<file path="src/rtl/tsp_ram_arbiter_if.sv">
// rtl/tsp_ram_arbiter_if.sv - request/response and RAM port bundle for tsp_ram_arbiter
//   a_*   : AXI register path requester (write/read, byte strobes, grant, read return)
//   b_*   : TS filter scanner requester (read only)
//   clr_* : clear engine control and status
//   mem_* : single port of the filter logic RAM (read data one cycle after mem_rden)
//   slave modport = arbiter view, master modport = requesters + RAM view
interface tsp_ram_arbiter_if #(
  parameter int C_S_AXI_DATA_WIDTH = 32,
  parameter int OPT_MEM_ADDR_BITS  = 10
);
  localparam int AW = OPT_MEM_ADDR_BITS + 1;
  localparam int SW = C_S_AXI_DATA_WIDTH / 8;

  logic                          a_wr_req;
  logic                          a_rd_req;
  logic [AW-1:0]                 a_addr;
  logic [C_S_AXI_DATA_WIDTH-1:0] a_wdata;
  logic [SW-1:0]                 a_wstrb;
  logic                          a_grant;
  logic                          a_rvalid;
  logic [C_S_AXI_DATA_WIDTH-1:0] a_rdata;

  logic                          b_rd_req;
  logic [AW-1:0]                 b_addr;
  logic                          b_grant;
  logic                          b_rvalid;
  logic [C_S_AXI_DATA_WIDTH-1:0] b_rdata;

  logic                          clr_start;
  logic                          clr_busy;
  logic                          clr_done;

  logic [AW-1:0]                 mem_address;
  logic                          mem_wren;
  logic                          mem_rden;
  logic [C_S_AXI_DATA_WIDTH-1:0] mem_wdata;
  logic [SW-1:0]                 mem_wstrb;
  logic [C_S_AXI_DATA_WIDTH-1:0] mem_rdata;

  modport slave (
    input  a_wr_req, a_rd_req, a_addr, a_wdata, a_wstrb,
    input  b_rd_req, b_addr,
    input  clr_start,
    input  mem_rdata,
    output a_grant, a_rvalid, a_rdata,
    output b_grant, b_rvalid, b_rdata,
    output clr_busy, clr_done,
    output mem_address, mem_wren, mem_rden, mem_wdata, mem_wstrb
  );

  modport master (
    output a_wr_req, a_rd_req, a_addr, a_wdata, a_wstrb,
    output b_rd_req, b_addr,
    output clr_start,
    output mem_rdata,
    input  a_grant, a_rvalid, a_rdata,
    input  b_grant, b_rvalid, b_rdata,
    input  clr_busy, clr_done,
    input  mem_address, mem_wren, mem_rden, mem_wdata, mem_wstrb
  );
endinterface

</file>
<file path="src/rtl/tsp_ram_arbiter.sv">
// rtl/tsp_ram_arbiter.sv - round-robin arbiter and clear engine for the TSP filter logic RAM
//   S_AXI_ACLK : sole clock
//   rst        : asynchronous active-high reset
//   bus        : tsp_ram_arbiter_if.slave (requesters A/B, clear control, RAM port)
module tsp_ram_arbiter #(
  parameter int                          C_S_AXI_DATA_WIDTH = 32,
  parameter int                          OPT_MEM_ADDR_BITS  = 10,
  parameter int                          TSP_FILTER_NUM     = 32,
  parameter int                          WORDS_PER_FILTER   = 4,
  parameter logic [C_S_AXI_DATA_WIDTH-1:0] CLEAR_VALUE      = 32'h00001FFF,
  parameter int                          AUTO_CLEAR         = 1
) (
  input  logic                  S_AXI_ACLK,
  input  logic                  rst,
  tsp_ram_arbiter_if.slave      bus
);
  localparam int AW = OPT_MEM_ADDR_BITS + 1;
  localparam int SW = C_S_AXI_DATA_WIDTH / 8;
  localparam int N  = TSP_FILTER_NUM * WORDS_PER_FILTER;
  localparam logic [AW-1:0] LAST_ADDR = AW'(N - 1);

  typedef enum logic [1:0] {S_IDLE, S_CLEAR, S_DONE} state_t;

  state_t                        r_state;
  state_t                        w_next_state;

  logic                          r_auto_pend;
  logic                          r_rr_b;
  logic [AW-1:0]                 r_clr_cnt;
  logic                          r_clr_last;

  logic [AW-1:0]                 r_mem_address;
  logic                          r_mem_wren;
  logic                          r_mem_rden;
  logic [C_S_AXI_DATA_WIDTH-1:0] r_mem_wdata;
  logic [SW-1:0]                 r_mem_wstrb;
  logic                          r_mem_tag;

  logic                          r_rd_v2;
  logic                          r_rd_tag2;
  logic                          r_a_rvalid;
  logic [C_S_AXI_DATA_WIDTH-1:0] r_a_rdata;
  logic                          r_b_rvalid;
  logic [C_S_AXI_DATA_WIDTH-1:0] r_b_rdata;

  logic                          w_a_req;
  logic                          w_a_grant;
  logic                          w_b_grant;
  logic                          w_clr_busy;
  logic                          w_clr_done;
  logic                          w_clr_issue;

  assign w_a_req = bus.a_wr_req | bus.a_rd_req;
  // The final CLEAR cycle issues nothing; it lets the last write reach the RAM port while busy.
  assign w_clr_issue = (r_state == S_CLEAR) && !r_clr_last;

  always_ff @(posedge S_AXI_ACLK or posedge rst) begin
    if (rst) r_state <= S_IDLE;
    else     r_state <= w_next_state;
  end

  always_comb begin
    w_next_state = r_state;
    case (r_state)
      S_IDLE:  if (bus.clr_start || r_auto_pend) w_next_state = S_CLEAR;
      S_CLEAR: if (r_clr_last) w_next_state = S_DONE;
      S_DONE:  w_next_state = S_IDLE;
      default: w_next_state = S_IDLE;
    endcase
  end

  always_comb begin
    w_a_grant  = 1'b0;
    w_b_grant  = 1'b0;
    w_clr_busy = 1'b0;
    w_clr_done = 1'b0;
    case (r_state)
      S_IDLE: begin
        // r_auto_pend blocks the cycle right after reset release, which is already committed to clearing.
        if (!rst && !r_auto_pend) begin
          if (w_a_req && (!bus.b_rd_req || !r_rr_b)) w_a_grant = 1'b1;
          else if (bus.b_rd_req)                     w_b_grant = 1'b1;
        end
      end
      S_CLEAR: w_clr_busy = 1'b1;
      S_DONE:  w_clr_done = 1'b1;
      default: ;
    endcase
  end

  always_ff @(posedge S_AXI_ACLK or posedge rst) begin
    if (rst) begin
      r_auto_pend <= (AUTO_CLEAR != 0);
      r_clr_cnt   <= '0;
      r_clr_last  <= 1'b0;
    end else begin
      r_auto_pend <= 1'b0;
      if (w_clr_issue) begin
        r_clr_cnt <= r_clr_cnt + 1'b1;
        if (r_clr_cnt == LAST_ADDR) r_clr_last <= 1'b1;
      end else if (r_state != S_CLEAR) begin
        r_clr_cnt  <= '0;
        r_clr_last <= 1'b0;
      end
    end
  end

  always_ff @(posedge S_AXI_ACLK or posedge rst) begin
    if (rst) begin
      r_mem_address <= '0;
      r_mem_wren    <= 1'b0;
      r_mem_rden    <= 1'b0;
      r_mem_wdata   <= '0;
      r_mem_wstrb   <= '0;
      r_mem_tag     <= 1'b0;
      r_rr_b        <= 1'b0;
    end else begin
      r_mem_wren <= 1'b0;
      r_mem_rden <= 1'b0;
      if (w_clr_issue) begin
        r_mem_address <= r_clr_cnt;
        r_mem_wren    <= 1'b1;
        r_mem_wdata   <= CLEAR_VALUE;
        r_mem_wstrb   <= '1;
      end else if (w_a_grant) begin
        r_mem_address <= bus.a_addr;
        r_rr_b        <= 1'b1;
        if (bus.a_wr_req) begin
          r_mem_wren  <= 1'b1;
          r_mem_wdata <= bus.a_wdata;
          r_mem_wstrb <= bus.a_wstrb;
        end else begin
          r_mem_rden  <= 1'b1;
          r_mem_tag   <= 1'b0;
        end
      end else if (w_b_grant) begin
        r_mem_address <= bus.b_addr;
        r_mem_rden    <= 1'b1;
        r_mem_tag     <= 1'b1;
        r_rr_b        <= 1'b0;
      end
    end
  end

  // Tag follows the read through the RAM's one-cycle latency, then steers the data to its owner.
  always_ff @(posedge S_AXI_ACLK or posedge rst) begin
    if (rst) begin
      r_rd_v2    <= 1'b0;
      r_rd_tag2  <= 1'b0;
      r_a_rvalid <= 1'b0;
      r_a_rdata  <= '0;
      r_b_rvalid <= 1'b0;
      r_b_rdata  <= '0;
    end else begin
      r_rd_v2    <= r_mem_rden;
      r_rd_tag2  <= r_mem_tag;
      r_a_rvalid <= r_rd_v2 && !r_rd_tag2;
      r_b_rvalid <= r_rd_v2 &&  r_rd_tag2;
      if (r_rd_v2 && !r_rd_tag2) r_a_rdata <= bus.mem_rdata;
      if (r_rd_v2 &&  r_rd_tag2) r_b_rdata <= bus.mem_rdata;
    end
  end

  assign bus.a_grant     = w_a_grant;
  assign bus.b_grant     = w_b_grant;
  assign bus.clr_busy    = w_clr_busy;
  assign bus.clr_done    = w_clr_done;
  assign bus.a_rvalid    = r_a_rvalid;
  assign bus.a_rdata     = r_a_rdata;
  assign bus.b_rvalid    = r_b_rvalid;
  assign bus.b_rdata     = r_b_rdata;
  assign bus.mem_address = r_mem_address;
  assign bus.mem_wren    = r_mem_wren;
  assign bus.mem_rden    = r_mem_rden;
  assign bus.mem_wdata   = r_mem_wdata;
  assign bus.mem_wstrb   = r_mem_wstrb;
endmodule

</file>
<file path="src/flat_wrapper.sv">
// flat-port wrapper written by rule: the top's interface ports become plain ports
module tsp_ram_arbiter_flat 
#(
  parameter int                          C_S_AXI_DATA_WIDTH = 32,
  parameter int                          OPT_MEM_ADDR_BITS  = 10,
  parameter int                          TSP_FILTER_NUM     = 32,
  parameter int                          WORDS_PER_FILTER   = 4,
  parameter logic [C_S_AXI_DATA_WIDTH-1:0] CLEAR_VALUE      = 32'h00001FFF,
  parameter int                          AUTO_CLEAR         = 1
)
  (S_AXI_ACLK, rst, bus_a_wr_req, bus_a_rd_req, bus_a_addr, bus_a_wdata, bus_a_wstrb, bus_b_rd_req, bus_b_addr, bus_clr_start, bus_mem_rdata, bus_a_grant, bus_a_rvalid, bus_a_rdata, bus_b_grant, bus_b_rvalid, bus_b_rdata, bus_clr_busy, bus_clr_done, bus_mem_address, bus_mem_wren, bus_mem_rden, bus_mem_wdata, bus_mem_wstrb);
  tsp_ram_arbiter_if #(.C_S_AXI_DATA_WIDTH(C_S_AXI_DATA_WIDTH), .OPT_MEM_ADDR_BITS(OPT_MEM_ADDR_BITS)) bus_i ();
  input  logic S_AXI_ACLK;
  input  logic rst;
  input wire logic [$bits(bus_i.a_wr_req)-1:0] bus_a_wr_req;
  input wire logic [$bits(bus_i.a_rd_req)-1:0] bus_a_rd_req;
  input wire logic [$bits(bus_i.a_addr)-1:0] bus_a_addr;
  input wire logic [$bits(bus_i.a_wdata)-1:0] bus_a_wdata;
  input wire logic [$bits(bus_i.a_wstrb)-1:0] bus_a_wstrb;
  input wire logic [$bits(bus_i.b_rd_req)-1:0] bus_b_rd_req;
  input wire logic [$bits(bus_i.b_addr)-1:0] bus_b_addr;
  input wire logic [$bits(bus_i.clr_start)-1:0] bus_clr_start;
  input wire logic [$bits(bus_i.mem_rdata)-1:0] bus_mem_rdata;
  output wire logic [$bits(bus_i.a_grant)-1:0] bus_a_grant;
  output wire logic [$bits(bus_i.a_rvalid)-1:0] bus_a_rvalid;
  output wire logic [$bits(bus_i.a_rdata)-1:0] bus_a_rdata;
  output wire logic [$bits(bus_i.b_grant)-1:0] bus_b_grant;
  output wire logic [$bits(bus_i.b_rvalid)-1:0] bus_b_rvalid;
  output wire logic [$bits(bus_i.b_rdata)-1:0] bus_b_rdata;
  output wire logic [$bits(bus_i.clr_busy)-1:0] bus_clr_busy;
  output wire logic [$bits(bus_i.clr_done)-1:0] bus_clr_done;
  output wire logic [$bits(bus_i.mem_address)-1:0] bus_mem_address;
  output wire logic [$bits(bus_i.mem_wren)-1:0] bus_mem_wren;
  output wire logic [$bits(bus_i.mem_rden)-1:0] bus_mem_rden;
  output wire logic [$bits(bus_i.mem_wdata)-1:0] bus_mem_wdata;
  output wire logic [$bits(bus_i.mem_wstrb)-1:0] bus_mem_wstrb;
  assign bus_i.a_wr_req = bus_a_wr_req;
  assign bus_i.a_rd_req = bus_a_rd_req;
  assign bus_i.a_addr = bus_a_addr;
  assign bus_i.a_wdata = bus_a_wdata;
  assign bus_i.a_wstrb = bus_a_wstrb;
  assign bus_i.b_rd_req = bus_b_rd_req;
  assign bus_i.b_addr = bus_b_addr;
  assign bus_i.clr_start = bus_clr_start;
  assign bus_i.mem_rdata = bus_mem_rdata;
  assign bus_a_grant = bus_i.a_grant;
  assign bus_a_rvalid = bus_i.a_rvalid;
  assign bus_a_rdata = bus_i.a_rdata;
  assign bus_b_grant = bus_i.b_grant;
  assign bus_b_rvalid = bus_i.b_rvalid;
  assign bus_b_rdata = bus_i.b_rdata;
  assign bus_clr_busy = bus_i.clr_busy;
  assign bus_clr_done = bus_i.clr_done;
  assign bus_mem_address = bus_i.mem_address;
  assign bus_mem_wren = bus_i.mem_wren;
  assign bus_mem_rden = bus_i.mem_rden;
  assign bus_mem_wdata = bus_i.mem_wdata;
  assign bus_mem_wstrb = bus_i.mem_wstrb;
  tsp_ram_arbiter #(.C_S_AXI_DATA_WIDTH(C_S_AXI_DATA_WIDTH), .OPT_MEM_ADDR_BITS(OPT_MEM_ADDR_BITS), .TSP_FILTER_NUM(TSP_FILTER_NUM), .WORDS_PER_FILTER(WORDS_PER_FILTER), .CLEAR_VALUE(CLEAR_VALUE), .AUTO_CLEAR(AUTO_CLEAR)) u_core (.S_AXI_ACLK(S_AXI_ACLK), .rst(rst), .bus(bus_i));
endmodule
</file>
<file path="config.mk">
export PLATFORM = sky130hd
export DESIGN_NAME = tsp_ram_arbiter_flat
export DESIGN_NICKNAME = d
export VERILOG_FILES = /design/src/rtl/tsp_ram_arbiter_if.sv /design/src/rtl/tsp_ram_arbiter.sv /design/src/flat_wrapper.sv
export SDC_FILE = /design/constraint.sdc
export NUM_CORES = 1
export LEC_CHECK = 0
export ABC_AREA = 1
export ABC_CLOCK_PERIOD_IN_PS = 5250
export BUFFER_PORTS_ARGS = -buffer_cell sky130_fd_sc_hd__buf_2
export CAP_MARGIN = 20
export CELL_PAD_IN_SITES_DETAIL_PLACEMENT = 0
export CELL_PAD_IN_SITES_GLOBAL_PLACEMENT = 1
export CORE_MARGIN = 4
export CORE_UTILIZATION = 35
export CTS_CLUSTER_SIZE = 20
export DETAILED_ROUTE_END_ITERATION = 7
export PLACE_DENSITY_LB_ADDON = 0.08
export RECOVER_POWER = 50
export SYNTH_ARGS = -nofsm -noshare
export SYNTH_HDL_FRONTEND = slang
export SYNTH_SLANG_ARGS = --single-unit
</file>
<file path="constraint.sdc">
create_clock -name S_AXI_ACLK -period 5.25 [get_ports S_AXI_ACLK]
set_input_delay 0.2625 -clock S_AXI_ACLK [delete_from_list [all_inputs] [get_ports S_AXI_ACLK]]
set_output_delay 0.2625 -clock S_AXI_ACLK [all_outputs]
set_load 0.05 [all_outputs]
</file>
=== Yosys cells after proc, flatten, opt, wreduce, memory -nomap -nowiden ===
Index checks and enable logic that the tools add are counted.

* Bits in latches: 0
* ROM bits: 0
* Input port bits: 96
* Memories kept: 0
* Register bits after elaboration: 134
* Logic and storage cells: 90
* RAM bits: 0
* Output and inout bits: 119

* Reduce and logical (&&, ||, !) cells: 24
* $mul: 0
* Muxes and demuxes: 38
* Equal/unequal tests: 8
* Divide/modulo/power cells: 0
* Order comparisons: 0
* Add/sub/neg operators: 1
* Bitwise operators: 2
* Shifts and indexed selects: 0

{| class="wikitable"
|+ Operators with widths
! kind !! count
|-
| 32-bit two-way mux || 3
|-
| 11-bit two-way mux || 5
|-
| 1-bit two-way mux || 24
|-
| 4-bit two-way mux || 3
|-
| 11-bit by 1-bit adder with 11-bit output, second input constant || 1
|-
| 11-bit by 7-bit == test with 1-bit output, second input constant || 1
|-
| 2-bit AND reduction || 4
|-
| 2-bit nonzero test || 4
|-
| 1-bit zero test || 6
|-
| 2-bit by 1-bit != test with 1-bit output, second input constant || 3
|-
| 1-bit logical AND || 5
|-
| 2-bit two-way mux || 2
|-
| 2-bit != test, second input constant || 2
|-
| 2-bit case mux with 2 select lines || 1
|-
| 3-bit AND reduction || 1
|-
| 3-bit nonzero test || 1
|-
| 2-bit by 1-bit == test with 1-bit output, second input constant || 1
|-
| 2-bit == test, second input constant || 1
|-
| 2-bit zero test || 1
|-
| 1-bit logical OR || 2
|-
| 1-bit NOT || 1
|-
| 1-bit bitwise OR || 1
|}

=== Logic depth before layout (Yosys ltp) ===
Gate-level depths: netlist of run 1.

* Word-level depth: 9
* Depth in mapped cells: 9
* Gate-level depth less buffers: 8

=== Least setup slack after synthesis of run 1 ===
No wires, ideal clock.

* Kind: in2reg
* Start point: input rst
* End point: register u_core.r_mem_address[8] (netlist: u_core.bus.mem_address[8])
* Arrival time: 4,000 ps
* Library setup time: 118 ps
* Path buffers: 1
* Data required time: 5,132 ps
* Stages: 9
* Setup slack: 1,132 ps
* Cells stage by stage: inv_1 nand2_1 nor2_2 nand2_4 buf_6 nand2_1 nand3_1 nand3_1 nand2_1

* Word-level cells in the longest chain between the ends: 6
* Elaborated cells between the ends (all ways): 9
* Those cells by class: mux: 6; reduce/logical: 3

{| class="wikitable"
|+ RTL lines
! item !! line !! text
|-
| from (decl) || flat_wrapper.sv:14 || <nowiki>input logic rst;</nowiki>
|-
| 1-bit zero test (no line) (*) || n/a ||
|-
| 1-bit logical AND (*) || tsp_ram_arbiter.sv:80 || <nowiki>if (!rst && !r_auto_pend) begin</nowiki>
|-
| 1-bit two-way mux || tsp_ram_arbiter.sv:80 ||
|-
| 1-bit two-way mux || tsp_ram_arbiter.sv:77 || <nowiki>case (r_state)</nowiki>
|-
| 11-bit two-way mux || tsp_ram_arbiter.sv:125 || <nowiki>end else if (w_a_grant) begin</nowiki>
|-
| 11-bit two-way mux || tsp_ram_arbiter.sv:120 || <nowiki>if (w_clr_issue) begin</nowiki>
|-
| to (signal assigned) || tsp_ram_arbiter.sv:121 || <nowiki>r_mem_address <= r_clr_cnt;</nowiki>
|-
| to (signal assigned) || tsp_ram_arbiter.sv:126 || <nowiki>r_mem_address <= bus.a_addr;</nowiki>
|-
| to (signal assigned) || tsp_ram_arbiter.sv:137 || <nowiki>r_mem_address <= bus.b_addr;</nowiki>
|-
| to (decl) || tsp_ram_arbiter.sv:32 || <nowiki>logic [AW-1:0] r_mem_address;</nowiki>
|}

Every way passes the cells marked *; elsewhere a longest branch is shown, timed or not.
A chain may end at the register's enable or synchronous reset.

=== Final worst setup path of run 1 ===
* Start point: input rst
* End point: register u_core.r_mem_wdata[7] (netlist: u_core.bus.mem_wdata[7])

* Word-level cells in the longest chain between the ends: 6

{| class="wikitable"
|+ RTL lines
! item !! line !! text
|-
| 1-bit zero test (no line) || n/a ||
|-
| 1-bit logical AND || tsp_ram_arbiter.sv:80 ||
|-
| 1-bit two-way mux || tsp_ram_arbiter.sv:80 ||
|-
| 1-bit two-way mux || tsp_ram_arbiter.sv:77 ||
|-
| 2-bit nonzero test (no line) || n/a ||
|-
| 2-bit AND reduction (no line) || n/a ||
|-
| to (signal assigned) || tsp_ram_arbiter.sv:130 || <nowiki>r_mem_wdata <= bus.a_wdata;</nowiki>
|-
| to (decl) || tsp_ram_arbiter.sv:35 || <nowiki>logic [C_S_AXI_DATA_WIDTH-1:0] r_mem_wdata;</nowiki>
|}

Every way passes these cells.

==> reports/metrics.cfg, run 1 <==
[clock_tree]
cts_buffer_depth = 2
cts_root_buf = clkbuf_16
cts_sinks = 134
cts_made_buffers = 17
clkLatencyLatePin_ns = 0.41
cts_tree = yes
cts_htree_levels = 4
post_cts_resize_count = 0
clk_pin_slew_ns = 0.06

[cells_and_area]
fin_area_um2 = 7150
fin_nets = 926
syn_to_final_growth_pct = 30.0
drive_gt1_share_pct = 20.5
seqCellArea_um2 = 3350
multiInputGateArea_um2 = 1740
utilization_pct = 46.7
fill_cells = 1619

[die]
die_h_um = 133
die_area_um2 = 17800
std_cell_rows = 45
fp.dieW_um = 133
start_util_pct = 35.9
core_area_um2 = 15300
num_io_pins = 215

[setup_path]
cp_slowest_cell = nor2_1
worstPathCellList = dlygate4sd3_1 -> clkbuf_1 -> nor2_1 -> nand2_1 -> nor2_1 -> nand2_1 -> buf_4 -> inv_2 -> nor2_1 -> o21ai_1
path_class = in2reg
cpPeakStageDelay_ns = 0.58
required_ns = 5.57
endpoint_kind = flip-flop
worst_path_most_repeated_cell = nor2_1
cp_max_fo = 38
cp-start-kind = primary input
cp_num_buf_inv = 4
crit_arrival_ns = 2.94
critPathTopFamily = buffers and inverters

[timing]
slew_headroom_pct = -14.8
slew_viol_final = 45
tightest_slew_ns = 1.72
setup_tns_ns = 0
rsz0062_at_grt = false
timing.fmax_mhz = 382
fin_crit_sh_pct = 49.9
setup_violations = 0
final-hold-violation-count = 0
final.setup.worst_slack_ns = 2.63
clock_skew_ns = 0.00812
period_needed_ns = 2.62

[logic_synthesis]
synth_fp_nets = 717
synth_edf_count = 0
syn-cell-area_um2 = 5500
synth_top_area_share_pct = 60.6
syn-mean-instance-area_um2 = 8.87
synthFlopType = dfrtp_1
synth_top_area_cell = dfrtp_1
synthTopCellsByArea = dfrtp_1 (61%), nand2_1 (13%), o21ai_0 (6.3%)
ys_seq_elements = 134
synth_common_cells = nand2_1 (193), dfrtp_1 (133), o21ai_0 (69)
syn_inst = 620
seq_area_frac_synth_pct = 61.0
synthArstFlopShare_pct = 100
synth_most_common_cell = nand2_1
synth_cell_types = 27
ys_warn_count = 0

[global_route]
grt_pass1_wl_mm = 25.0
antenna_found_initial = 1
grt_pass1_vias = 4716
grt_overflow = 0
grt_use_total_pct = 17.7
grt_max_degree = 71

[placement]
dp_hpwl_mm = 11.1
gp_congestion = 0.768
dpl_cell_area_um2 = 6690
io_buffers = 214
dp_slack_ns = 2.74

[detailed_routing]
firstDrtPassIters = 5
wl_per_cell_um = 14.9
viasPerCell = 4.57
dr_total_vias = 4811
first_iter_violations = 214
ant_nets = 0
drt-total-wl_mm = 15.7
route.detailed.drc = 0

[status]
failed_checks = max-capacitance violations, max-slew violations
outcome = finished, violations left

[min_path]
hold_path.class = in2reg

[flow_run]
drv_cap = 1

[power]
ir_drop_uv = 207
power.leakage_uw = 0.00376
p_per_area_nw_per_um2 = 313

==> worst reg2reg max path: cells and delay by family (launching register included) <==
kind	cells	cell delay, ns
buf+inv	1	1.30
flops	1	0.37
compound gates	1	0.24
simple gates	1	0.47
==> routing by layer <==
layer	GRT usage, %	share of wire [%]	vias to the layer above
met4	6.00	1.4	0
met5	0	0	-
met1	23.8	44	2260
li1	-	-	2370
met2	28.4	49	162
met3	4.12	5.3	19
==> registers in the layout, indices dropped and copies added (netlist names) <==
name and cells:
u_core.bus.a_rdata 32, u_core.bus.a_rvalid 1, u_core.bus.b_rdata 32, u_core.bus.b_rvalid 1
u_core.bus.mem_address 11, u_core.bus.mem_rden 1, u_core.bus.mem_wdata 32, u_core.bus.mem_wren 1
u_core.bus.mem_wstrb 4, u_core.r_auto_pend 1, u_core.r_clr_cnt 11, u_core.r_clr_last 1
u_core.r_mem_tag 1, u_core.r_rd_tag2 1, u_core.r_rd_v2 1, u_core.r_rr_b 1
u_core.r_state 2
==> cells by family after synthesis <==
group / synth area share [%]
AOI/OAI and AO/OA: 8.22
xor gates and xnor gates: 0.159
adders and majority gates: 0.228
buffers and inverters: 7.15
DFF: 61.0
other: 0.0682
and+or+nand+nor: 23.2
==> cell type report <==
cell class	instances	share of cell area, %
inverter	61	3.27
clock buffer	18	6.00
antenna	1	0.0350
timing repair buffer	218	13.9
multi-input combinational	397	24.3
clock inverter	13	1.86
tap	211	3.69
sequential	134	46.9
==> worst paths after layout <==
check | slack, ns | end | from | depth (start not counted)
min reg2reg | 0.39 | u_core.r_rd_v2 | u_core.bus.mem_rden | 0
max in group asynchronous | 3.43 | u_core.bus.mem_address[6] | rst | 4
min in group asynchronous | 0.52 | u_core.bus.mem_wstrb[1] | rst | 3
max reg2reg | 2.67 | u_core.bus.b_rdata[19] | u_core.r_rd_tag2 | 3
min | 0.05 | u_core.bus.mem_wdata[2] | bus_a_wdata[2] | 3
max | 2.63 | u_core.bus.mem_wdata[7] | rst | 10
==> where the power goes <==
part           internal, uW  switching, uW  leakage (uW)
combinational          29.4           41.1       0.00208
clock                   693            437      0.000268
sequential             1030          0.298       0.00141
total                  1760            478       0.00376
==> through the flow <==
stage / power, uW / hold slack [ns] / instances
after floorplan: 1080 / 0.351 / 620
after global placement: 1120 / 0.361 / 1019
after detailed placement: 1120 / 0.375 / 1019
after CTS: 2270 / 0.0269 / 1051
after global routing: 2320 / 0.0381 / 1053
final: 2230 / 0.0525 / 1053
==> timing repair <==
| item | 4_1_cts | 5_1_grt |
|---|---|---|
| hold buffers | 1 | 0 |
| hold endpoints to repair | 67 | 0 |
| buffers inserted | 0 | 0 |
==> layout by cell type (no fill, tap or decap), types with 2 or more instances in the layout <==
master      synthesis  final
o21ai_1            12     12
buf_2               5    128
o21bai_1            2      2
nor2_1             47     49
a21oi_1             5      5
inv_1              56     56
nand4_1             3      3
clkbuf_1           13     88
nand2_1           193    193
buf_4               2      2
bufinv_16           0      2
clkbuf_16           0     17
nand3_1            48     48
nor2_2              3      2
dfrtp_1           133    133
inv_6               0      2
inv_2               5      4
o21ai_0            69     69
nand2_4             3      3
nor3_1              5      5
clkinv_2            0      5
clkinvlp_4          0      4
Power figures use the tool's default switching activity.
==> run 2, diff against run 1 <==
- ABC_CLOCK_PERIOD_IN_PS: 5250 -> 2300
- CORE_UTILIZATION: 35 -> 32
- clock period: 5.25 -> 2.3 ns (I/O delays scaled with it)
==> run 2 against run 1 <==
  * The run now ends clean
  * Sequential share of layout area shrank 5.0 points
  * Global-route usage shrank 0.52 points
  * Sequential cell count is the same
  * Via count grew 4.5%
  * Routed wire length grew 5.4%
  * Critical path depth shrank 6
  * Total power grew 130%
  * Clock-buffer cell count grew 2
  * Die area grew 8.8%
  * Final cell count grew 7.8%
  * Sequential power grew 130%
  * Non-clock buffer count grew 74
  * Critical path type is now reg2out
  * Critical endpoint is now bus_b_grant
  * Largest power group unchanged
==> reports/metrics.cfg, run 2 (synthesis results as in run 1) <==
[global_route]
grt_use_total_pct = 17.2
grt_pass1_vias = 5041
antenna_found_initial = 0
grt_overflow = 0
grt_max_degree = 135
grt_pass1_wl_mm = 26.6

[detailed_routing]
first_iter_violations = 240
ant_nets = 0
dr_total_vias = 5027
wl_per_cell_um = 14.5
firstDrtPassIters = 4
route.detailed.drc = 0
drt-total-wl_mm = 16.5
viasPerCell = 4.43

[placement]
dp_hpwl_mm = 11.8
gp_congestion = 0.808
io_buffers = 214
dp.cells = 1034

[clock_tree]
cts_htree_levels = 4
clk_pin_slew_ns = 0.06
cts_sinks = 134
cts_post_setup_buffers_inserted = 0
cts_made_buffers = 17
cts_buffer_depth = 2
clkLatencyLatePin_ns = 0.42
cts_tree = yes
cts_root_buf = clkbuf_16

[flow_run]
drv_cap = 0

[timing]
setup_violations = 0
clock_skew_ns = 0.00749
fin_crit_sh_pct = 79.4
timing.fmax_mhz = 548
final-hold-violation-count = 0
period_needed_ns = 1.83
slew_viol_final = 0
slew_headroom_pct = 18.8
tightest_slew_ns = 1.22
rsz0062_at_grt = false

[cells_and_area]
layoutNonFillerInstCount = 1135
fin_nets = 1000
antennaDiodeCount = 0
drive_gt1_share_pct = 24.9
final_common_cell = nand2_1
multiInputGateArea_um2 = 1750
final_cell_mix = nand2_1 (193), buf_2 (173), dfrtp_1 (133), dlygate4sd3_1 (70), o21ai_0 (69)
fill_cells = 1732
utilization_pct = 47.8
syn_to_final_growth_pct = 45.4
seqCellArea_um2 = 3350

[setup_path]
crit_arrival_ns = 1.71
ff2ff_setup_slack_ns = 0.66
critPathCapture = bus_b_grant
cp-start-kind = flip-flop
endpoint_kind = output port
r2r_cells = 7
path_class = reg2out
r2r-start = u_core.r_state[0]
required_ns = 2.18
reg2reg_to = u_core.bus.mem_address[8]
cp_max_fo = 3
crit_start = u_core.r_state[1]

[die]
num_io_pins = 215
die_area_um2 = 19300
fp.dieW_um = 139
start_util_pct = 32.9
core_area_um2 = 16700
die_h_um = 139
std_cell_rows = 47

[power]
p_per_area_nw_per_um2 = 650
ir_drop_uv = 510
power.leakage_uw = 0.00418
p_total_uw = 5200

[status]
outcome = complete, no violations

[min_path]
hold_path.class = in2reg

==> run 2: how the worst min path moves through the flow <==
stage | slack [ns] | depth (start not counted) | to | start
detailed placement | 0.32 | 3 | u_core.bus.mem_wdata[27] | bus_a_wdata[27]
global route | 0.04 | 5 | u_core.bus.mem_address[9] | bus_b_addr[9]
floorplan | 0.23 | 2 | u_core.bus.mem_wdata[23] | bus_a_wdata[23]
finish | 0.02 | 5 | u_core.bus.mem_address[9] | bus_b_addr[9]
global placement | 0.32 | 3 | u_core.bus.mem_wdata[27] | bus_a_wdata[27]
CTS | 0.002 | 5 | u_core.bus.mem_address[6] | bus_b_addr[6]
==> run 2: per-layer routing <==
layer  GRT usage (%)  routed length (um)  part of all wire (%)
met1            22.5                7410                    45
met2            28.3                7950                    48
met3            4.55                 916                   5.6
met4            4.94                 231                   1.4
met5               0                   0                     0
==> run 2: power by group <==
group	total (uW)	internal [uW]	leakage [uW]	switching, uW
sequential	2360	2360	0.00141	0.607
clock	2580	1570	0.000282	1020
combinational	253	144	0.00248	110
total	5200	4070	0.00418	1130
==> run 2: cell type report <==
class,instances,area share (%)
tap,220,3.44
timing repair buffer,292,22.6
multi-input combinational,397,21.9
inverter,61,2.94
clock inverter,11,1.27
clock buffer,20,5.84
sequential,134,42.0
==> run 2: per-stage QoR <==
stage / hold WS, ns / setup WS [ns] / setup TNS (ns) / area (um2)
after detailed placement: 0.319 / 0.652 / 0 / 6790
after global placement: 0.322 / 0.704 / 0 / 6790
after floorplan: 0.232 / -0.575 / -7.37 / 5500
after global routing: 0.0426 / 0.374 / 0 / 7990
final: 0.0207 / 0.474 / 0 / 7990
after CTS: 0.00228 / 0.429 / 0 / 8050
==> run 2: timing repair <==
action,CTS,global route
resized for setup,0,0
hold endpoints to repair,229,0
hold buffers,70,0
setup endpoints to repair,0,0
==> run 2: critical path, stage by stage (launching register included) <==
cell     delay, ns
dfrtp_1       0.42
nor2_2        0.13
nand3_1       0.23
nor2_1        0.22
buf_2         0.30
